<file path="src/rtl/game_link_pkg.sv">
// game_link_pkg: constants shared by the host-link byte interpreter and the
// move transmitter.
//   - protocol characters exchanged with the host
//   - state encoding of the move transmitter FSM
// Optional build macro: MOVE_TX_NEWLINE_EN adds the newline states.
package game_link_pkg;

   localparam logic [7:0] CH_W  = 8'h77;
   localparam logic [7:0] CH_L  = 8'h6C;
   localparam logic [7:0] CH_C  = 8'h63;
   localparam logic [7:0] CH_R  = 8'h72;
   localparam logic [7:0] CH_B  = 8'h62;
   localparam logic [7:0] CH_OC = 8'h7B;   // '{' opens a frame
   localparam logic [7:0] CH_CC = 8'h7D;   // '}' closes a frame
   localparam logic [7:0] CH_EN = 8'h0A;   // newline terminator

   localparam logic [3:0] ST_IDLE    = 4'd0;
   localparam logic [3:0] ST_SEND_OC = 4'd1;
   localparam logic [3:0] ST_WAIT_OC = 4'd2;
   localparam logic [3:0] ST_STREAM  = 4'd3;
   localparam logic [3:0] ST_WAIT_MV = 4'd4;
   localparam logic [3:0] ST_SEND_CC = 4'd5;
   localparam logic [3:0] ST_WAIT_CC = 4'd6;
   localparam logic [3:0] ST_SEND_NL = 4'd7;
   localparam logic [3:0] ST_WAIT_NL = 4'd8;
   localparam logic [3:0] ST_DONE    = 4'd9;

   typedef enum logic [3:0] {
      S_IDLE    = ST_IDLE,
      S_SEND_OC = ST_SEND_OC,
      S_WAIT_OC = ST_WAIT_OC,
      S_STREAM  = ST_STREAM,
      S_WAIT_MV = ST_WAIT_MV,
      S_SEND_CC = ST_SEND_CC,
      S_WAIT_CC = ST_WAIT_CC,
`ifdef MOVE_TX_NEWLINE_EN
      S_SEND_NL = ST_SEND_NL,
      S_WAIT_NL = ST_WAIT_NL,
`endif
      S_DONE    = ST_DONE
   } tx_state_e;

endpackage

</file>
<file path="src/rtl/move_transmitter_if.sv">
// move_transmitter_if: move stream from the game logic plus the UART TX
// load/busy handshake.
//   slave  : view of the move transmitter (consumes moves, drives the UART)
//   master : view of the environment (move producer + UART TX core)
interface move_transmitter_if;
   logic       move_valid;
   logic [7:0] move_data;
   logic       move_ready;
   logic       TxD_start;
   logic [7:0] TxD_data;
   logic       TxD_busy;

   modport slave  (input  move_valid, move_data, TxD_busy,
                   output move_ready, TxD_start, TxD_data);
   modport master (output move_valid, move_data, TxD_busy,
                   input  move_ready, TxD_start, TxD_data);
endinterface

</file>
<file path="src/rtl/move_transmitter_fifo.sv">
// move_fifo: single-clock byte FIFO between the move producer and the framer.
//   clk, rst (async, active-low), push/push_data, pop/pop_data (head, valid
//   whenever !empty), full, empty.
// Pointers carry one extra wrap bit so full and empty are distinguishable.
module move_fifo #(
   parameter int FIFO_DEPTH = 8
) (
   input  logic       clk,
   input  logic       rst,
   input  logic       push,
   input  logic [7:0] push_data,
   input  logic       pop,
   output logic [7:0] pop_data,
   output logic       full,
   output logic       empty
);
   localparam int PTR_W = $clog2(FIFO_DEPTH);

   logic [7:0]     mem [FIFO_DEPTH];
   logic [PTR_W:0] wr_ptr, rd_ptr;

   assign empty    = (wr_ptr == rd_ptr);
   assign full     = (wr_ptr[PTR_W] != rd_ptr[PTR_W]) &&
                     (wr_ptr[PTR_W-1:0] == rd_ptr[PTR_W-1:0]);
   assign pop_data = mem[rd_ptr[PTR_W-1:0]];

   always_ff @(posedge clk or negedge rst) begin
      if (!rst) begin
         wr_ptr <= '0;
         rd_ptr <= '0;
      end else begin
         if (push && !full) wr_ptr <= wr_ptr + 1'b1;
         if (pop && !empty) rd_ptr <= rd_ptr + 1'b1;
      end
   end

   // Storage needs no reset: only slots between the pointers are ever read.
   always_ff @(posedge clk) begin
      if (push && !full) mem[wr_ptr[PTR_W-1:0]] <= push_data;
   end
endmodule

</file>
<file path="src/rtl/move_transmitter.sv">
// move_transmitter: frames the local player's moves as '{' moves '}' and
// feeds them byte by byte to the UART TX core.
//   clk, rst (async, active-low)
//   me_game_start : pulse, our turn begins
//   turn_end      : pulse, last move of the turn has been offered
//   bus (slave)   : move_valid/move_data/move_ready, TxD_start/TxD_data/TxD_busy
//   frame_active  : high from turn start until the frame is complete
//   frame_done    : pulse once the final byte has left the UART
// Optional build macro: MOVE_TX_NEWLINE_EN appends 0x0A after '}'.
module move_transmitter
   import game_link_pkg::*;
#(
   parameter int FIFO_DEPTH = 8
) (
   input  logic               clk,
   input  logic               rst,
   input  logic               me_game_start,
   input  logic               turn_end,
   move_transmitter_if.slave  bus,
   output logic               frame_active,
   output logic               frame_done
);
   tx_state_e  state;
   logic       hold;       // first cycle of a WAIT_* state: UART busy not yet visible
   logic       end_seen;
   logic       fifo_full, fifo_empty, fifo_push, fifo_pop;
   logic [7:0] fifo_head;

   // Moves are accepted from turn start (even while '{' is going out) until
   // turn_end is seen.
   assign bus.move_ready = frame_active & ~fifo_full & ~end_seen;
   assign fifo_push      = bus.move_valid & bus.move_ready;
   assign fifo_pop       = (state == S_STREAM) & ~fifo_empty & ~bus.TxD_busy;

   move_fifo #(.FIFO_DEPTH(FIFO_DEPTH)) u_fifo (
      .clk       (clk),
      .rst       (rst),
      .push      (fifo_push),
      .push_data (bus.move_data),
      .pop       (fifo_pop),
      .pop_data  (fifo_head),
      .full      (fifo_full),
      .empty     (fifo_empty)
   );

   always_ff @(posedge clk or negedge rst) begin
      if (!rst) begin
         state         <= S_IDLE;
         hold          <= 1'b0;
         end_seen      <= 1'b0;
         frame_active  <= 1'b0;
         frame_done    <= 1'b0;
         bus.TxD_start <= 1'b0;
         bus.TxD_data  <= 8'h00;
      end else begin
         bus.TxD_start <= 1'b0;
         frame_done    <= 1'b0;
         if (frame_active && turn_end) end_seen <= 1'b1;

         case (state)
            S_IDLE: begin
               if (me_game_start) begin
                  frame_active <= 1'b1;
                  state        <= S_SEND_OC;
               end
            end
            S_SEND_OC: begin
               if (!bus.TxD_busy) begin
                  bus.TxD_data  <= CH_OC;
                  bus.TxD_start <= 1'b1;
                  hold          <= 1'b1;
                  state         <= S_WAIT_OC;
               end
            end
            S_WAIT_OC: begin
               if (hold)                hold  <= 1'b0;
               else if (!bus.TxD_busy)  state <= S_STREAM;
            end
            S_STREAM: begin
               if (fifo_pop) begin
                  bus.TxD_data  <= fifo_head;
                  bus.TxD_start <= 1'b1;
                  hold          <= 1'b1;
                  state         <= S_WAIT_MV;
               end else if (fifo_empty && end_seen) begin
                  state <= S_SEND_CC;
               end
            end
            S_WAIT_MV: begin
               if (hold)                hold  <= 1'b0;
               else if (!bus.TxD_busy)  state <= S_STREAM;
            end
            S_SEND_CC: begin
               if (!bus.TxD_busy) begin
                  bus.TxD_data  <= CH_CC;
                  bus.TxD_start <= 1'b1;
                  hold          <= 1'b1;
                  state         <= S_WAIT_CC;
               end
            end
            S_WAIT_CC: begin
               if (hold) hold <= 1'b0;
               else if (!bus.TxD_busy) begin
`ifdef MOVE_TX_NEWLINE_EN
                  state <= S_SEND_NL;
`else
                  state <= S_DONE;
`endif
               end
            end
`ifdef MOVE_TX_NEWLINE_EN
            S_SEND_NL: begin
               if (!bus.TxD_busy) begin
                  bus.TxD_data  <= CH_EN;
                  bus.TxD_start <= 1'b1;
                  hold          <= 1'b1;
                  state         <= S_WAIT_NL;
               end
            end
            S_WAIT_NL: begin
               if (hold)                hold  <= 1'b0;
               else if (!bus.TxD_busy)  state <= S_DONE;
            end
`endif
            S_DONE: begin
               frame_done   <= 1'b1;
               frame_active <= 1'b0;
               end_seen     <= 1'b0;   // overrides a turn_end landing here
               state        <= S_IDLE;
            end
            default: state <= S_IDLE;
         endcase
      end
   end
endmodule

</file>
<file path="src/flat_wrapper.sv">
// flat-port wrapper written by rule: the top's interface ports become plain ports
module move_transmitter_flat import game_link_pkg::*;
#(
   parameter int FIFO_DEPTH = 8
)
  (clk, rst, me_game_start, turn_end, frame_active, frame_done, bus_move_valid, bus_move_data, bus_TxD_busy, bus_move_ready, bus_TxD_start, bus_TxD_data);
  move_transmitter_if bus_i ();
  input  logic clk;
  input  logic rst;
  input  logic me_game_start;
  input  logic turn_end;
  output logic frame_active;
  output logic frame_done;
  input wire logic [$bits(bus_i.move_valid)-1:0] bus_move_valid;
  input wire logic [$bits(bus_i.move_data)-1:0] bus_move_data;
  input wire logic [$bits(bus_i.TxD_busy)-1:0] bus_TxD_busy;
  output wire logic [$bits(bus_i.move_ready)-1:0] bus_move_ready;
  output wire logic [$bits(bus_i.TxD_start)-1:0] bus_TxD_start;
  output wire logic [$bits(bus_i.TxD_data)-1:0] bus_TxD_data;
  assign bus_i.move_valid = bus_move_valid;
  assign bus_i.move_data = bus_move_data;
  assign bus_i.TxD_busy = bus_TxD_busy;
  assign bus_move_ready = bus_i.move_ready;
  assign bus_TxD_start = bus_i.TxD_start;
  assign bus_TxD_data = bus_i.TxD_data;
  move_transmitter #(.FIFO_DEPTH(FIFO_DEPTH)) u_core (.clk(clk), .rst(rst), .me_game_start(me_game_start), .turn_end(turn_end), .bus(bus_i), .frame_active(frame_active), .frame_done(frame_done));
endmodule
</file>
<file path="config.mk">
export PLATFORM = sky130hd
export DESIGN_NAME = move_transmitter_flat
export DESIGN_NICKNAME = d
export VERILOG_FILES = /design/src/rtl/game_link_pkg.sv /design/src/rtl/move_transmitter_if.sv /design/src/rtl/move_transmitter_fifo.sv /design/src/rtl/move_transmitter.sv /design/src/flat_wrapper.sv
export SDC_FILE = /design/constraint.sdc
export NUM_CORES = 1
export LEC_CHECK = 0
export CAP_MARGIN = 20
export CORE_MARGIN = 2
export CORE_UTILIZATION = 40
export CTS_CLUSTER_DIAMETER = 80
export DETAILED_ROUTE_END_ITERATION = 10
export GPL_ROUTABILITY_DRIVEN = 0
export GPL_TIMING_DRIVEN = 1
export PLACE_DENSITY_LB_ADDON = 0.25
export SLEW_MARGIN = 25
export SYNTH_ARGS = -nofsm -noshare
export SYNTH_HDL_FRONTEND = slang
export SYNTH_SLANG_ARGS = --single-unit
export TNS_END_PERCENT = 30
</file>
<file path="constraint.sdc">
create_clock -name clk -period 2.5 [get_ports clk]
set_input_delay 0.625 -clock clk [delete_from_list [all_inputs] [get_ports clk]]
set_output_delay 0.625 -clock clk [all_outputs]
set_load 0.01 [all_outputs]
</file>
Word-level counts from Yosys, hierarchy flattened
Memories as Yosys holds them, arrays and structs flattened.
Index checks and enable logic that the tools add are counted.
{ "totals": {"ff_bits": 25, "ramBits": 64, "out_inout_bits": 12, "word_cells": 87, "mem_count": 1} }
{ "memory_table": {"columns": ["name", "words", "width", "rd", "rd_ports_with_merged_regs", "write_ports", "line", "text"], "rows": [
  ["u_core.u_fifo.mem", 8, 8, 1, 0, 1, "move_transmitter_fifo.sv:19", "logic [7:0] mem [FIFO_DEPTH];"]
]} }
{ "classes": {"n_addsub": 2, "n_eq_ne": 20, "muxes": 27, "bitwise_logic": 9, "n_reduce_logical": 19} }
{ "ops": {"columns": ["cell", "count"], "rows": [
  ["4-bit two-way mux", 9],
  ["8-bit two-way mux", 3],
  ["4-bit one-hot mux with 6 select lines", 1],
  ["8-bit one-hot mux with 3 select lines", 1],
  ["2-bit inequality test, second input constant", 9],
  ["4-bit by 3-bit equality test with 1-bit output, second input constant", 3],
  ["1-bit two-way mux", 10],
  ["4-bit by 1-bit adder with 4-bit output, second input constant", 2],
  ["4-bit by 2-bit equality test with 1-bit output, second input constant", 2],
  ["8-bit AND reduction", 1],
  ["3-bit nonzero test", 2],
  ["1-bit bitwise AND", 5],
  ["1-bit logical AND", 5],
  ["4-bit by 1-bit equality test with 1-bit output, second input constant", 1],
  ["4-bit equality test", 1],
  ["4-bit equality test, second input constant", 1],
  ["4-bit zero test", 1],
  ["1-bit inverter", 4],
  ["1-bit one-hot mux with 2 select lines", 2],
  ["4-bit AND reduction", 1],
  ["2-bit nonzero test", 2],
  ["2-bit OR reduction", 2],
  ["3-bit equality test", 1],
  ["3-bit inequality test, second input constant", 1],
  ["other kinds (6)", 7]
]} }

Logic depth before layout (Yosys ltp)
{ "depth": {"depth_word": 9, "ltp_mapped": 7, "ltp_nobuf": 5} }

By module
Synthesis repeated with hierarchy kept, for this count alone.
{ "unflattened": {"cells_unflattened": 229, "hier_area_um2": 3927.5} }
{ "by_module_without_submodules": {"columns": ["module", "n_inst", "cells_per_inst", "area_per_inst_um2"], "rows": [
  ["move_fifo", 1, 151, 3030.4],
  ["move_transmitter", 1, 78, 897.1]
]} }

Least setup slack after synthesis
Ideal clock, no wire load.
{ "synth_path": {"path_kind": "register to register", "from": "register u_core.u_fifo.rd_ptr[0]", "to": "memory u_core.u_fifo.mem[0][0], enable pin", "setup_ns": 0.383, "arrival_time_ns": 2.073, "path_slack_ns": 0.044, "path_stages_with_launch": 8, "n_path_buf": 2, "period_less_slack_ns": 2.456, "path_cell_list": "dfrtp_1 > buf_6 > xor2_1 > o41a_1 > and2_1 > buf_2 > nand2b_1 > nor3_1"} }
{ "synth_between": {"elab_chain_len": 9, "word_cells_on_any_way": 10, "cone_classes": "eq/ne (1); mux (2); bitwise (4); reduce/logical (3)"} }
{ "synth_lines": {"columns": ["element", "line", "text"], "rows": [
  ["start, declared", "move_transmitter_fifo.sv:20", "logic [PTR_W:0] wr_ptr, rd_ptr;"],
  ["start signal, assigned", "move_transmitter_fifo.sv:33", "if (pop && !empty) rd_ptr <= rd_ptr + 1'b1;"],
  ["3-bit equality test", "move_transmitter_fifo.sv:24", "(wr_ptr[PTR_W-1:0] == rd_ptr[PTR_W-1:0]);"],
  ["1-bit logical AND", "move_transmitter_fifo.sv:23", "assign full = (wr_ptr[PTR_W] != rd_ptr[PTR_W]) &&"],
  ["1-bit inverter", "move_transmitter.sv:31", "assign bus.move_ready = frame_active & ~fifo_full & ~end_seen;"],
  ["1-bit bitwise AND (2 in a row)", "move_transmitter.sv:31", null],
  ["via bus_move_ready", "flat_wrapper.sv:17", "output wire logic [$bits(bus_i.move_ready)-1:0] bus_move_ready;"],
  ["1-bit bitwise AND", "move_transmitter.sv:32", "assign fifo_push = bus.move_valid & bus.move_ready;"],
  ["1-bit logical AND", "move_transmitter_fifo.sv:39", "if (push && !full) mem[wr_ptr[PTR_W-1:0]] <= push_data;"],
  ["1-bit two-way mux", "move_transmitter_fifo.sv:39", null],
  ["1-bit two-way mux (not written as such)", "move_transmitter_fifo.sv:39", null],
  ["end, declared", "move_transmitter_fifo.sv:19", null]
]} }
The timed path passes the listed nets, and every way through them passes these cells.

Worst setup path after layout
{ "layout_path": {"from": "register u_core.u_fifo.wr_ptr[0]", "to": "output bus_move_ready"} }
{ "layout_between": {"elab_chain_len": 5} }
{ "layout_lines": {"columns": ["element", "line", "text"], "rows": [
  ["start, declared", "move_transmitter_fifo.sv:20", null],
  ["start signal, assigned", "move_transmitter_fifo.sv:32", "if (push && !full) wr_ptr <= wr_ptr + 1'b1;"],
  ["3-bit equality test", "move_transmitter_fifo.sv:24", null],
  ["1-bit logical AND", "move_transmitter_fifo.sv:23", null],
  ["1-bit inverter", "move_transmitter.sv:31", null],
  ["1-bit bitwise AND (2 in a row)", "move_transmitter.sv:31", null],
  ["end, declared", "flat_wrapper.sv:17", null]
]} }
No other way between the ends.

==> flow_metrics.py <==
metrics = {
    "outcome": {
        "status": "finished clean",
    },
    "clock_network": {
        "clock_latency_ns": 0.35,
        "clockRootBuffer": "clkbuf_8",
        "cts_buffer_depth": 2,
        "cts_max_level": 3,
        "cts_tree": "yes",
        "cts_made_buffers": 9,
        "cts.clk_slew.worst_paths_ns": 0.09,
        "cts_sinks": 89,
        "cts_hold_buffers": 0,
    },
    "timing": {
        "maxSlewViolCount": 0,
        "hold_viol_final": 0,
        "slew_headroom_pct": 71.77,
        "fin_crit_sh_pct": 94.82,
        "tns_ns": 0,
        "rsz0062_at_grt": "no",
        "layout_setup_ws_ns": 0.1295,
        "hold_ws_ns": 0.5076,
        "setup_violations": 0,
        "skew_ns": 0.008239,
        "tightest_slew_ns": 0.4179,
        "max_freq_mhz": 421.9,
        "min_period_ns": 2.370,
    },
    "worst_setup_path": {
        "rrSetupSlack_ns": 0.33,
        "cp-start-kind": "flip-flop",
        "endpoint": "bus_move_ready",
        "required_ns": 1.88,
        "cp_data_arrival_time_ns": 1.75,
        "end_kind": "output pin",
        "r2r-end": "u_core.u_fifo.mem[7][1]$_DFFE_PP_",
        "crit_path_max_fanout": 6,
        "worstSetupStartpoint": "u_core.u_fifo.wr_ptr[0]$_DFFE_PN0P_",
        "critPathKind": "flip-flop to output pin",
        "reg2reg_from": "u_core.u_fifo.wr_ptr[1]$_DFFE_PN0P_",
        "r2r_cells": 5,
    },
    "global_routing": {
        "grt_pass1_vias": 1926,
        "grt_pass1_wl_um": 10660,
        "grt_antenna_before_repair": 0,
        "grt_max_degree": 26,
        "grt_usage_pct": 14.57,
        "grt-ovfl-total": 0,
    },
    "placed_design": {
        "post-dp-hpwl_um": 4317,
        "place_ws_ns": 0.2512,
        "port_buffers": 25,
        "placedInstanceArea_um2": 4101,
    },
    "die": {
        "die-area_um2": 9957,
        "coreArea_um2": 8806,
        "die_h_um": 99.79,
        "rows": 34,
        "start_util_pct": 41.67,
        "die_x_um": 99.79,
        "pin_count": 26,
    },
    "layout": {
        "final_cell_mix": "64 x edfxtp_1, 24 x clkdlybuf4s50_1, 23 x dfrtp_1",
        "drive_above_1_share_pct": 21.27,
        "num-nets-final": 279,
        "antenna_cells": 0,
        "final_cell_area_um2": 4313,
        "final_common_cell": "edfxtp_1",
        "area_delta_synth_final_pct": 17.52,
        "nFillCells": 742,
    },
    "synthesis": {
        "synth_warnings": 0,
        "syn_area_um2": 3670,
        "synth_fp_nets": 239,
        "synth_area_per_cell_um2": 16.46,
        "yosys_most_used_dff": "edfxtp_1",
        "synth_largest_area_cell": "edfxtp_1",
        "synth_edf_count": 64,
        "ys_ff_latch": 89,
        "synthArstFlopShare_pct": 28.09,
        "synth_top_area_share_pct": 52.37,
        "syn_inst": 223,
        "synth_cell_type_count": 43,
        "synth-seq-area-share_pct": 69.42,
        "synth.area.top_cells": "edfxtp_1 52%, dfrtp_1 17%, mux4_2 9.8%, nor2_1 1.8%, mux2i_1 1.6%",
    },
    "detailed_routing": {
        "wirelength_um": 6624,
        "drt-pass1-iter-count": 4,
        "vias": 1953,
        "drc": 0,
        "drt_iter0_markers": 81,
        "wl_per_cell_um": 17.62,
        "drtAntennaViolNets": 0,
        "viasPerCell": 5.194,
    },
    "pwr": {
        "powerDensity_nw_per_um2": 1007,
        "leakagePower_uw": 0.001519,
        "vdd_drop_max_mv": 0.2882,
    },
    "run": {
        "cap_viol_max_count": 0,
    },
    "hold_path": {
        "min_from": "u_core.hold$_DFFE_PN0P_",
        "hold_path.class": "flip-flop to flip-flop",
    },
}
==> what timing repair did <==
| item | 4_1_cts | 5_1_grt |
|---|---|---|
| gates resized for setup | 3 | 0 |
| endpoints found under the hold margin | 0 | 0 |
| setup endpoints to repair | 1 | 0 |
| setup buffers | 1 | 0 |
==> stage by stage <==
step           cells  power, uW  utilization, %
2_1_floorplan    223       2972               -
3_3_place_gp     359       3384           46.58
3_5_place_dp     359       3395           46.58
4_1_cts          376       4392           48.98
5_1_grt          376       4611           48.98
6_report         376       4342           48.98
==> Yosys cell counts (2+ instances only) <==
library cell  number
nor2b_1            2
a21oi_1           11
xor2_1             6
o41ai_1            2
mux2_1             2
inv_1              6
buf_2              4
mux2i_1            6
nor3_1             4
clkbuf_1           3
edfxtp_1          64
xnor2_1            5
mux4_2            16
nand4_1            2
dfrtp_1           25
o21ai_0            5
nor2_1            18
nand2_1           10
nand2b_1           4
mux2_2             4
ha_1               2
==> per-layer routing <==
metal	track usage (%)	share of wire (%)	vias up	routed length (um)
li1	-	-	934	-
met1	19.94	46	958	3018
met2	22.87	47	54	3124
met3	2.716	5.8	7	383
met4	6.639	1.5	0	97
met5	0	0	-	0
==> worst max-delay path: stages, from the launching register on <==
cell,delay [ns]
dfrtp_2,0.45
xor2_1,0.21
o41a_1,0.45
dlygate4sd2_1,0.29
==> flip-flops by register name (all words and copies together) (netlist names) <==
| signal | count |
|---|---|
| u_core.u_fifo.rd_ptr | 4 |
| u_core.u_fifo.wr_ptr | 4 |
| u_core.hold | 1 |
| u_core.end_seen | 1 |
| u_core.bus.TxD_start | 1 |
| u_core.state | 4 |
| u_core.u_fifo.mem | 64 |
| u_core.frame_active | 1 |
| u_core.bus.TxD_data | 8 |
| u_core.frame_done | 1 |
==> worst min-delay path by stage <==
stage	cells after the start	to
final	1	u_core.hold$_DFFE_PN0P_
after global routing	1	u_core.hold$_DFFE_PN0P_
after global placement	1	u_core.hold$_DFFE_PN0P_
after detailed placement	1	u_core.hold$_DFFE_PN0P_
after CTS	1	u_core.hold$_DFFE_PN0P_
after floorplan	0	u_core.bus.TxD_data[0]$_DFFE_PN0P_
==> layout make-up <==
| type | count | area (um2) | share of cell area (%) |
|---|---|---|---|
| clock inverters | 7 | 78.83 | 1.828 |
| clock buffers | 9 | 123.9 | 2.872 |
| flip-flops and latches | 89 | 2550 | 59.12 |
| repair buffers | 40 | 361.6 | 8.384 |
| well taps | 108 | 135.1 | 3.133 |
| inverters | 6 | 22.52 | 0.5222 |
| multi-input cells | 117 | 1041 | 24.14 |
==> power breakdown <==
part           switching, uW  internal [uW]  leakage, uW
Sequential               163           1740     0.000866
Clock                    512            472    0.0000994
Combinational            711            741     0.000553
==> kinds of logic after synthesis <==
logic type / after synthesis / share of synthesized area (%)
compound gates: 27 / 4.876
simple gates: 49 / 6.887
buf+inv: 17 / 2.216
fa+ha+maj: 2 / 0.6818
mux: 28 / 13.30
flops: 89 / 69.42
xor+xnor: 11 / 2.625
(Power assumes the default switching activity.)
